File: config.mk
export PLATFORM = sky130hd
export DESIGN_NAME = fabric_temporal_pe_pipelined
export DESIGN_NICKNAME = d
export VERILOG_FILES = /design/src/rtl/fabric_temporal_pe_pipelined.sv
export SDC_FILE = /design/constraint.sdc
export NUM_CORES = 1
export LEC_CHECK = 0
export CAP_MARGIN = 20
export CORE_ASPECT_RATIO = 1.25
export CORE_MARGIN = 2
export CORE_UTILIZATION = 25
export CTS_CLUSTER_DIAMETER = 30
export DETAILED_ROUTE_END_ITERATION = 16
export DONT_BUFFER_PORTS = 1
export SETUP_SLACK_MARGIN = 0.15
export SLEW_MARGIN = 15
export SYNTH_ARGS = -nofsm -noshare
export SYNTH_HDL_FRONTEND = slang
export SYNTH_SLANG_ARGS = --single-unit
File: constraint.sdc
create_clock -name clk -period 6 [get_ports clk]
set_input_delay 1.2 -clock clk [delete_from_list [all_inputs] [get_ports clk]]
set_output_delay 1.2 -clock clk [all_outputs]
set_load 0.02 [all_outputs]
File: src/rtl/fabric_temporal_pe_pipelined.sv
// Tag-dispatched temporal PE with a LATENCY-deep stallable result pipeline.
// The incoming tag on port 0 selects an instruction slot. The slot says where
// each operand comes from (a port or a register FIFO) and where each result
// goes (an output port or a register FIFO).
// Handshake: a transfer happens on a clock edge where valid and ready are both
// high. in_ready is asserted only on the ports that the firing instruction
// consumes. out_valid does not depend on out_ready, and out_data holds steady
// while the output is stalled.
module fabric_temporal_pe_pipelined #(
    parameter int NUM_INPUTS       = 2,
    parameter int NUM_OUTPUTS      = 1,
    parameter int DATA_WIDTH       = 32,
    parameter int TAG_WIDTH        = 4,
    parameter int NUM_FU_TYPES     = 4,
    parameter int NUM_REGISTERS    = 2,
    parameter int REG_FIFO_DEPTH   = 2,
    parameter int NUM_INSTRUCTIONS = 4,
    parameter int LATENCY          = 2,
    localparam int REG_IDX_W  = (NUM_REGISTERS > 1) ? $clog2(NUM_REGISTERS) : 1,
    localparam int FU_SEL_W   = 2,
    localparam int RESULT_W   = 1 + REG_IDX_W + TAG_WIDTH,
    localparam int OPERAND_W  = 1 + REG_IDX_W,
    localparam int INSN_WIDTH = NUM_OUTPUTS * RESULT_W + NUM_INPUTS * OPERAND_W
                                + FU_SEL_W + TAG_WIDTH + 1
) (
    input  logic                                          clk,
    input  logic                                          rst_n,
    input  logic [NUM_INPUTS-1:0]                         in_valid,
    output logic [NUM_INPUTS-1:0]                         in_ready,
    input  logic [NUM_INPUTS*(DATA_WIDTH+TAG_WIDTH)-1:0]  in_data,
    output logic [NUM_OUTPUTS-1:0]                        out_valid,
    input  logic [NUM_OUTPUTS-1:0]                        out_ready,
    output logic [NUM_OUTPUTS*(DATA_WIDTH+TAG_WIDTH)-1:0] out_data,
    input  logic [NUM_INSTRUCTIONS*INSN_WIDTH-1:0]        cfg_data,
    output logic                                          busy,
    output logic                                          error_valid,
    output logic [15:0]                                   error_code
);

    // Error codes shared with the single-cycle temporal PE
    localparam logic [15:0] CFG_TEMPORAL_PE_DUP_TAG         = 16'd10;
    localparam logic [15:0] CFG_TEMPORAL_PE_ILLEGAL_REG     = 16'd11;
    localparam logic [15:0] CFG_TEMPORAL_PE_REG_TAG_NONZERO = 16'd12;
    localparam logic [15:0] RT_TEMPORAL_PE_NO_MATCH         = 16'd262;

    localparam int  PW        = DATA_WIDTH + TAG_WIDTH;
    localparam int  DST_W     = NUM_OUTPUTS * RESULT_W;
    localparam int  OP_OFF    = DST_W;
    localparam int  FU_OFF    = OP_OFF + NUM_INPUTS * OPERAND_W;
    localparam int  TAG_OFF   = FU_OFF + FU_SEL_W;
    localparam int  VALID_OFF = TAG_OFF + TAG_WIDTH;
    localparam int  SEL_W     = (NUM_INSTRUCTIONS > 1) ? $clog2(NUM_INSTRUCTIONS) : 1;
    localparam bit  HAS_REGS  = (NUM_REGISTERS > 0);
    // Register index space is padded to a power of two. Slots that do not exist
    // read as empty and full, so an illegal index stalls instead of corrupting state.
    localparam int  REG_SLOTS = 1 << REG_IDX_W;
    localparam int  PTR_W     = (REG_FIFO_DEPTH > 1) ? $clog2(REG_FIFO_DEPTH) : 1;
    localparam int  CNT_W     = $clog2(REG_FIFO_DEPTH + 1);

    // Decoded instruction slots
    logic                  w_slot_valid [NUM_INSTRUCTIONS];
    logic [TAG_WIDTH-1:0]  w_slot_tag   [NUM_INSTRUCTIONS];
    logic [FU_SEL_W-1:0]   w_slot_fu    [NUM_INSTRUCTIONS];
    logic [DST_W-1:0]      w_slot_dst   [NUM_INSTRUCTIONS];
    logic                  w_op_isreg   [NUM_INSTRUCTIONS][NUM_INPUTS];
    logic [REG_IDX_W-1:0]  w_op_idx     [NUM_INSTRUCTIONS][NUM_INPUTS];

    // Issue side
    logic                  w_match;
    logic [SEL_W-1:0]      w_sel;
    logic                  w_ops_ok;
    logic [NUM_INPUTS-1:0] w_consume;
    logic [REG_SLOTS-1:0]  w_pop_req;
    logic [REG_SLOTS-1:0]  w_pop;
    logic [DATA_WIDTH-1:0] w_op0;
    logic [DATA_WIDTH-1:0] w_op1;
    logic [DATA_WIDTH-1:0] w_fu_res;
    logic                  w_fire;

    // Pipeline
    logic [LATENCY-1:0]    r_v;
    logic [DATA_WIDTH-1:0] r_res [LATENCY];
    logic [DST_W-1:0]      r_dst [LATENCY];
    logic                  w_retire;
    logic                  w_shift;
    logic                  w_s0_accept;
    logic [REG_SLOTS-1:0]  w_push_req;
    logic [REG_SLOTS-1:0]  w_push;

    // Register FIFO status
    logic [REG_SLOTS-1:0]  w_fifo_empty;
    logic [REG_SLOTS-1:0]  w_fifo_full;
    logic [DATA_WIDTH-1:0] w_fifo_head [REG_SLOTS];

    // Errors
    logic                  w_err_any;
    logic [15:0]           w_err_code;
    logic                  r_err_v;
    logic [15:0]           r_err_code;

    for (genvar s = 0; s < NUM_INSTRUCTIONS; s++) begin : g_slot
        localparam int B = s * INSN_WIDTH;
        assign w_slot_valid[s] = cfg_data[B + VALID_OFF];
        assign w_slot_tag[s]   = cfg_data[B + TAG_OFF +: TAG_WIDTH];
        assign w_slot_fu[s]    = cfg_data[B + FU_OFF +: FU_SEL_W];
        assign w_slot_dst[s]   = cfg_data[B +: DST_W];
        for (genvar i = 0; i < NUM_INPUTS; i++) begin : g_op
            localparam int OB = B + OP_OFF + i * OPERAND_W;
            assign w_op_idx[s][i]   = cfg_data[OB +: REG_IDX_W];
            // Operand 0 always comes from port 0
            assign w_op_isreg[s][i] = HAS_REGS && (i != 0) && cfg_data[OB + REG_IDX_W];
        end
    end

    // Tag match: the highest matching slot wins
    always_comb begin
        w_match = 1'b0;
        w_sel   = '0;
        for (int s = 0; s < NUM_INSTRUCTIONS; s++) begin
            if (w_slot_valid[s] && (w_slot_tag[s] == in_data[DATA_WIDTH +: TAG_WIDTH])) begin
                w_match = 1'b1;
                w_sel   = SEL_W'(s);
            end
        end
    end

    // Operand availability, consumed ports, FIFO pops and operand values
    always_comb begin
        w_ops_ok     = 1'b1;
        w_consume    = '0;
        w_consume[0] = 1'b1;
        w_pop_req    = '0;
        w_op0        = in_data[DATA_WIDTH-1:0];
        w_op1        = '0;
        for (int i = 1; i < NUM_INPUTS; i++) begin
            if (w_op_isreg[w_sel][i]) begin
                if (w_fifo_empty[w_op_idx[w_sel][i]]) w_ops_ok = 1'b0;
                w_pop_req[w_op_idx[w_sel][i]] = 1'b1;
                if (i == 1) w_op1 = w_fifo_head[w_op_idx[w_sel][i]];
            end else begin
                if (!in_valid[i]) w_ops_ok = 1'b0;
                w_consume[i] = 1'b1;
                if (i == 1) w_op1 = in_data[i*PW +: DATA_WIDTH];
            end
        end
    end

    // Fire gating; rst_n is included so that in_ready is low for the whole reset
    assign w_fire   = rst_n && in_valid[0] && w_match && w_ops_ok && w_s0_accept;
    assign in_ready = w_fire ? w_consume : '0;
    assign w_pop    = w_fire ? w_pop_req : '0;

    // Built-in FU set; an op that is not enabled passes op0 through
    always_comb begin
        w_fu_res = w_op0;
        if (int'(w_slot_fu[w_sel]) < NUM_FU_TYPES) begin
            case (w_slot_fu[w_sel])
                2'd0:    w_fu_res = w_op0 + w_op1;
                2'd1:    w_fu_res = w_op0 - w_op1;
                2'd2:    w_fu_res = w_op0 & w_op1;
                default: w_fu_res = w_op0 ^ w_op1;
            endcase
        end
    end

    // Last-stage routing: output valids, retire condition, register pushes
    always_comb begin
        logic                 v_ok;
        logic [RESULT_W-1:0]  v_dst;
        logic [REG_IDX_W-1:0] v_idx;
        v_ok       = 1'b1;
        v_dst      = '0;
        v_idx      = '0;
        w_push_req = '0;
        out_valid  = '0;
        out_data   = '0;
        for (int o = 0; o < NUM_OUTPUTS; o++) begin
            v_dst = r_dst[LATENCY-1][o*RESULT_W +: RESULT_W];
            v_idx = v_dst[TAG_WIDTH +: REG_IDX_W];
            if (HAS_REGS && v_dst[RESULT_W-1]) begin
                if (w_fifo_full[v_idx]) v_ok = 1'b0;
                w_push_req[v_idx] = 1'b1;
            end else begin
                if (!out_ready[o]) v_ok = 1'b0;
                out_valid[o] = r_v[LATENCY-1];
            end
            out_data[o*PW +: PW] = {v_dst[TAG_WIDTH-1:0], r_res[LATENCY-1]};
        end
        w_retire = r_v[LATENCY-1] && v_ok;
        w_push   = w_retire ? w_push_req : '0;
    end

    // The whole pipe moves together. Stage 0 may also fill in place while the
    // pipe is frozen, but bubbles further down are never squeezed out.
    assign w_shift     = !r_v[LATENCY-1] || w_retire;
    assign w_s0_accept = w_shift || !r_v[0];

    // Pipeline stage registers
    always_ff @(posedge clk or negedge rst_n) begin
        if (!rst_n) begin
            r_v <= '0;
            for (int k = 0; k < LATENCY; k++) begin
                r_res[k] <= '0;
                r_dst[k] <= '0;
            end
        end else begin
            if (w_shift) begin
                for (int k = LATENCY - 1; k > 0; k--) begin
                    r_v[k]   <= r_v[k-1];
                    r_res[k] <= r_res[k-1];
                    r_dst[k] <= r_dst[k-1];
                end
            end
            if (w_s0_accept) begin
                r_v[0] <= w_fire;
                if (w_fire) begin
                    r_res[0] <= w_fu_res;
                    r_dst[0] <= w_slot_dst[w_sel];
                end
            end
        end
    end

    for (genvar r = 0; r < REG_SLOTS; r++) begin : g_reg
        if (r < NUM_REGISTERS) begin : g_fifo
            logic [DATA_WIDTH-1:0] r_mem [REG_FIFO_DEPTH];
            logic [PTR_W-1:0]      r_rd_ptr;
            logic [PTR_W-1:0]      r_wr_ptr;
            logic [CNT_W-1:0]      r_count;

            // Register FIFO. The push is gated by "not full" and the pop by
            // "not empty", both taken before this cycle's update, so there is no bypass.
            always_ff @(posedge clk or negedge rst_n) begin
                if (!rst_n) begin
                    r_rd_ptr <= '0;
                    r_wr_ptr <= '0;
                    r_count  <= '0;
                    for (int d = 0; d < REG_FIFO_DEPTH; d++) r_mem[d] <= '0;
                end else begin
                    if (w_push[r]) begin
                        r_mem[r_wr_ptr] <= r_res[LATENCY-1];
                        r_wr_ptr <= (r_wr_ptr == PTR_W'(REG_FIFO_DEPTH - 1)) ? '0 : r_wr_ptr + 1'b1;
                    end
                    if (w_pop[r]) begin
                        r_rd_ptr <= (r_rd_ptr == PTR_W'(REG_FIFO_DEPTH - 1)) ? '0 : r_rd_ptr + 1'b1;
                    end
                    case ({w_push[r], w_pop[r]})
                        2'b10:   r_count <= r_count + 1'b1;
                        2'b01:   r_count <= r_count - 1'b1;
                        default: r_count <= r_count;
                    endcase
                end
            end

            assign w_fifo_empty[r] = (r_count == '0);
            assign w_fifo_full[r]  = (r_count == CNT_W'(REG_FIFO_DEPTH));
            assign w_fifo_head[r]  = r_mem[r_rd_ptr];
        end else begin : g_none
            assign w_fifo_empty[r] = 1'b1;
            assign w_fifo_full[r]  = 1'b1;
            assign w_fifo_head[r]  = '0;
        end
    end

    assign busy = (|r_v) || !(&w_fifo_empty);

    // Error detection: the lowest code takes priority
    always_comb begin
        logic                 v_dup;
        logic                 v_ill;
        logic                 v_rtag;
        logic [RESULT_W-1:0]  v_rd;
        v_dup  = 1'b0;
        v_ill  = 1'b0;
        v_rtag = 1'b0;
        v_rd   = '0;
        for (int s = 0; s < NUM_INSTRUCTIONS; s++) begin
            for (int t = s + 1; t < NUM_INSTRUCTIONS; t++) begin
                if (w_slot_valid[s] && w_slot_valid[t] && (w_slot_tag[s] == w_slot_tag[t]))
                    v_dup = 1'b1;
            end
            if (w_slot_valid[s]) begin
                for (int i = 1; i < NUM_INPUTS; i++) begin
                    if (w_op_isreg[s][i] && (int'(w_op_idx[s][i]) >= NUM_REGISTERS)) v_ill = 1'b1;
                end
                for (int o = 0; o < NUM_OUTPUTS; o++) begin
                    v_rd = w_slot_dst[s][o*RESULT_W +: RESULT_W];
                    if (HAS_REGS && v_rd[RESULT_W-1]) begin
                        if (int'(v_rd[TAG_WIDTH +: REG_IDX_W]) >= NUM_REGISTERS) v_ill = 1'b1;
                        if (v_rd[TAG_WIDTH-1:0] != '0) v_rtag = 1'b1;
                    end
                end
            end
        end
        w_err_any  = 1'b1;
        w_err_code = '0;
        if (v_dup)                         w_err_code = CFG_TEMPORAL_PE_DUP_TAG;
        else if (v_ill)                    w_err_code = CFG_TEMPORAL_PE_ILLEGAL_REG;
        else if (v_rtag)                   w_err_code = CFG_TEMPORAL_PE_REG_TAG_NONZERO;
        else if (in_valid[0] && !w_match)  w_err_code = RT_TEMPORAL_PE_NO_MATCH;
        else                               w_err_any  = 1'b0;
    end

    // Sticky first-error latch
    always_ff @(posedge clk or negedge rst_n) begin
        if (!rst_n) begin
            r_err_v    <= 1'b0;
            r_err_code <= '0;
        end else if (!r_err_v && w_err_any) begin
            r_err_v    <= 1'b1;
            r_err_code <= w_err_code;
        end
    end

    assign error_valid = r_err_v;
    assign error_code  = r_err_code;

endmodule

* After elaboration in Yosys (flattened, before gate mapping) *
Index checks and enable logic that the tools add are counted.

operators by class
  eq/ne operators = 18
  $lt $le $gt $ge = 12
  shift operators = 0
  add/sub/neg operators = 10
  multiplexer cells = 87
  bitwise operators = 8
  reductions and logical operators = 47
  multiply operators = 0
  divide/modulo/power cells = 0

operators with widths
  cell                                           count
  two-way mux 32 bit                             12
  bitwise mux 64 bit                             2
  case mux 32 bit (3 select lines)               1
  demux 32 bit (select 1 bit)                    2
  two-way mux 1 bit                              48
  == test 4 bit                                  10
  adder 32 bit                                   1
  AND 32 bit                                     1
  subtractor 32 bit                              1
  bitwise XOR 32 bit                             1
  logical AND 1 bit                              27
  two-way mux 9 bit                              3
  two-way mux 2 bit                              9
  nonzero test 4 bit                             4
  binary-select mux 2 bit (select 2 bit)         3
  binary-select mux 6 bit (select 2 bit)         1
  two-way mux 6 bit                              2
  == test 2 bit, second input constant           5
  >= comparator 2 bit, second input constant     5
  NOT 1 -> 2 bit                                 5
  case mux 2 bit (2 select lines)                2
  == test 2 x 1 -> 1 bit, second input constant  3
  zero test 2 bit                                3
  zero test 1 bit                                5
  other kinds (13)                               26

word-level totals
  memories = 0
  memory bits (writable) = 0
  output and inout bits = 57
  latch bits = 0
  word-level logic and storage cells = 200
  memory bits (read-only) = 0
  flip-flop bits (word level) = 231

* Logic depth before layout (Yosys ltp) *
  depth after elaboration = 18
  depth in mapped cells = 32
  mapped depth without buffers = 26

* Worst setup path before layout *
No wires, ideal clock.

  path kind = input to register
  from = input port in_data[32]
  to = register r_res[63] in the netlist's numbering
  slack = -1201 ps
  data arrival time = 7137 ps
  stages on the path = 32
  path through = buf_2 -> xnor2_1 -> nand3_1 -> buf_2 -> or2_1 -> buf_2 -> buf_2 -> buf_2 -> nand2_1 -> buf_2 -> nand2_1 -> and3_1 -> a21oi_1 -> ha_1 -> and2_1 -> nand4_1 -> or3_1 -> nand2_1 -> xnor2_1 -> ha_1 -> clkbuf_1 -> a2111oi_0 -> o21ai_1 -> a21oi_1 -> o211a_1 -> nor2_1 -> a2111oi_0 -> o32ai_1 -> or4_1 -> mux2i_1 -> o31a_1 -> a21o_1

on the way
  word-level cells in the longest chain between the ends = 16

RTL lines
  element                                                                                             RTL line  RTL
  start, declared                                                                                     30        input logic [NUM_INPUTS*(DATA_WIDTH+TAG_WIDTH)-1:0] in_data,
  == test 4 bit                                                                                       120       if (w_slot_valid[s] && (w_slot_tag[s] == in_data[DATA_WIDTH +: TAG_WIDTH])) begin
  logical AND 1 bit                                                                                   120
  two-way mux 1 bit                                                                                   120
  two-way mux 2 bit (2 in series)                                                                     120
  NOT 2 -> 3 bit (implied by the code)                                                                -
  binary-select mux 2 bit (select 2 bit)                                                              137, 139
  two-way mux 1 bit (implied by the code) (2 in series)                                               137, 139
  NOT 1 -> 2 bit (implied by the code) / two-way mux 1 bit (equally long branches)                    139, 137
  two-way mux 32 bit (implied by the code) / two-way mux 1 bit (equally long branches) (2 in series)  139, 137
  two-way mux 32 bit (implied by the code) / two-way mux 1 bit (equally long branches)                139, 136
  two-way mux 32 bit / logical AND 1 bit (equally long branches)                                      136, 149
  subtractor 32 bit, or another cell as far along                                                     159       2'd1: w_fu_res = w_op0 - w_op1;
  case mux 32 bit (3 select lines) / AND reduction 2 bit (equally long branches)                      -
  end signal, assigned by index                                                                       210       r_res[k] <= r_res[k-1];
  end, declared                                                                                       82        logic [DATA_WIDTH-1:0] r_res [LATENCY];

Parallel ways exist; a longest one is shown, timed or not. The select of a mux whose other input is x is not followed.
A chain may end at the register's enable or synchronous reset.

* Worst setup path after layout *
  from = input port in_data[34]
  to = register r_res[63] in the netlist's numbering

Same word-level chain as after synthesis.

==> results.md <==
- Mean routed wirelength per cell: 20.14 µm
- FF+latch count, synth: 219
- Pins Over Slew Limit: 0
- Hold Crit Class: in -> async
- Worst skew pair latency: 580 ps
- Worst Max-Slew Pin Slew: 1048 ps
- Dpl hpwl: 39.29 mm
- Required time worst endpoint: 6510 ps
- Final non-filler cell total: 2555
- Ys flop type: dfrtp_1
- Dpl cell area: 17020 µm²
- Die area: 61880 µm²
- Hold-fix buffers, CTS: 0
- Area grow syn2layout: 28.12%
- Clk pin slew, worst setup/hold paths: 50 ps
- Routed vias/inst: 4.996
- Worst Path Buf+Inv: 2
- M1 GR Usage: 18.85%
- Minimum clock period after layout: 5795 ps
- Critical path's largest stage delay: 410 ps
- Finished Cell Area: 19180 µm²
- Slowest cell on the critical path: or4_1
- RR Startpoint: g_reg[0].g_fifo.r_rd_ptr
- Post-synth EDFFs: 0
- Initial DRC Count: 922
- F_max: 172.6 MHz
- Unrepaired setup endpoints after global routing: yes
- Cell row count: 100
- Core footprint: 59430 µm²
- Vias in the first global route: 12808
- Syn avg cell area: 9.370 µm²
- Met2 usage: 27.92%
- Most common cell after layout, fill and taps aside: nand2_1
- Sequential element share of the synthesized area: 36.60%
- Initial Utilization: 25.19%
- Routed vias: 12766
- First-pass GRT wire length: 77.72 mm
- Fin crit share: 96.58%
- Initial antenna violation count: 10
- CTS tree: yes
- Final setup violation count: 0
- Synth cell types: 83
- Yosys warns: 0
- Final hold vios: 0
- Pwr/cell area: 375.3 nW/µm²
- CP Data Arrival Time: 6300 ps
- P_leak: 9.196 nW
- Synthesized area: 14970 µm²
- Global route total overflow: 0
- Max Cap Viol: 0
- Io pins: 202
- Largest delay share family, worst path: compound AO/OA/AOI/OAI gates
- CP Class: in -> reg
- Post-Route WL: 51.46 mm
- Fillers: 5981
- Crit end category: register
- PortBufs: 0
- Crit path max fanout: 5
- H-tree depth: 2
- Drt first pass iters: 5
- Final Wtd Congestion: 0.8966
- Placed cells: 2452
- CTS Buf Count: 47
- Clock root buffer: clkbuf_16
- Total power: 7.199 mW
- GR met3 Demand/Resource: 4.788%
- FF-to-FF path depth: 23
- Leading cell types in the layout, fill and taps excluded: nand2_1, dfrtp_1, buf_4
- Final ANT Viol Nets: 0
- GRT Total Usage: 16.32%
- Buffer levels on the longest clock path: 3
- CP dominant cell by count: a21o_1
- Slew margin rel.: 30.09%
- Die span in y: 277.6 µm
- Clock sinks: 219
- Nets: 1962
- DIE WIDTH: 222.9 µm
- Async SR Flop Fraction: 100.0%
- Maximum vdd ir drop: 0.2250 mV
- Mapped Cells: 1598
- Crit start category: primary input
- Drc violations: 0
- Status: finished, final reports clean
- Critical R2R Capture: r_res[63]
- Share of cells above drive strength 1: 30.09%
- Skew final: 34.84 ps
- R2r setup slk: 490 ps
- Layer with the highest usage: met2
- Largest net degree at the start of global routing: 221
[layout make-up]
| class | instances | area [µm²] | share of cell area (%) |
|---|---|---|---|
| multi-input cells | 1217 | 9123 | 47.55 |
| clock inverters | 27 | 435.4 | 2.270 |
| clock buffers | 60 | 1286 | 6.705 |
| flip-flops and latches | 219 | 5483 | 28.58 |
| diodes | 2 | 5.005 | 0.02609 |
| inverters | 39 | 146.4 | 0.7631 |
| repair buffers | 226 | 1748 | 9.112 |
| well taps | 765 | 957.2 | 4.990 |
[worst max-delay path by stage]
stage	slack, ps	cells past startpoint	end	from
floorplan	-520	30	r_res[63]	in_data[32]
global placement	-560	25	r_res[63]	in_data[34]
detailed placement	-620	25	r_res[63]	in_data[34]
CTS	110	24	r_res[63]	in_data[34]
global route	30	25	r_res[63]	in_data[34]
finish	210	25	r_res[63]	in_data[34]
[worst register-to-register path: cells and delay by family, from the launching register on]
family / cells / cell delay [ps]
multiplexers: 2 / 550
flip-flops: 1 / 470
AND/OR/NAND/NOR: 7 / 1780
adder cells (fa/ha/maj): 1 / 280
XOR/XNOR: 1 / 170
AO/OA/AOI/OAI: 12 / 2210
[routing by layer]
metal	part of all wire, %	wire [µm]	up-vias
li1	-	-	5953
met1	38	19770	6255
met2	49	25400	443
met3	8.4	4316	111
met4	3.8	1949	4
met5	0.037	19	-
[logic make-up after synthesis]
| group | count (synthesis) | synth area share (%) |
|---|---|---|
| and+or+nand+nor | 506 | 16.15 |
| AOI/OAI and AO/OA | 311 | 13.85 |
| muxes | 225 | 16.18 |
| DFF | 219 | 36.60 |
| buffers and inverters | 173 | 5.925 |
| xor gates and xnor gates | 96 | 5.615 |
| adders and majority gates | 67 | 5.649 |
| other | 1 | 0.02504 |
[metrics by stage]
step | setup slack (ps) | util [%] | TNS [ps] | hold WS [ps]
after floorplan | -518.2 | - | -1226 | 437.6
after global placement | -563.4 | 28.63 | -5113 | 458.2
after detailed placement | -616.3 | 28.63 | -5755 | 461.7
after CTS | 108.8 | 31.58 | 0 | 298.1
after global routing | 26.09 | 32.28 | 0 | 329.9
final | 205.5 | 32.28 | 0 | 355.7
[synthesized netlist by cell type (9+ instances only)]
library cell / instances / area share [%]
inv_1: 39 / 0.98
and3_1: 28 / 1.2
dfrtp_1: 219 / 37
ha_1: 66 / 5.5
nor2_1: 69 / 1.7
nand3_1: 41 / 1.4
buf_4: 55 / 2.8
and2_1: 12 / 0.50
xnor2_1: 61 / 3.6
a21o_1: 14 / 0.70
nand2b_1: 11 / 0.46
mux2_2: 136 / 10
xor2_1: 35 / 2.0
nand2_1: 246 / 6.2
nand4_1: 10 / 0.42
o21ai_0: 84 / 2.8
clkbuf_1: 50 / 1.3
a211oi_1: 17 / 0.85
nor4_1: 14 / 0.58
mux2i_1: 89 / 5.9
nor3_1: 14 / 0.47
nor2b_1: 13 / 0.54
buf_2: 19 / 0.64
a31oi_1: 25 / 1.0
a21oi_1: 76 / 2.5
buf_1: 9 / 0.23
o221ai_1: 9 / 0.53
[state kept, by name, indices dropped and copies added (netlist names), 2 cells and up]
name,flops
r_dst,8
g.g_fifo.r_count,4
r_res,32
r_v,2
g.g_fifo.r_rd_ptr,2
out_data,36
error_code,4
g.g_fifo.r_mem,128
g.g_fifo.r_wr_ptr,2
[report_power, final]
group / total [mW] / internal (mW) / switching, mW / leakage (nW)
clock: 2.78 / 1.91 / 0.870 / 0.821
sequential: 2.31 / 1.77 / 0.538 / 2.94
combinational: 2.11 / 1.02 / 1.09 / 5.44
total: 7.20 / 4.70 / 2.50 / 9.20
[what timing repair did]
action | 4_1_cts | 5_1_grt
gates cloned | 0 | 0
pin swaps | 2 | 39
buffers inserted | 0 | 14
gates resized for setup | 6 | 58
endpoints found under the setup margin | 7 | 15
(Power assumes the default switching activity.)
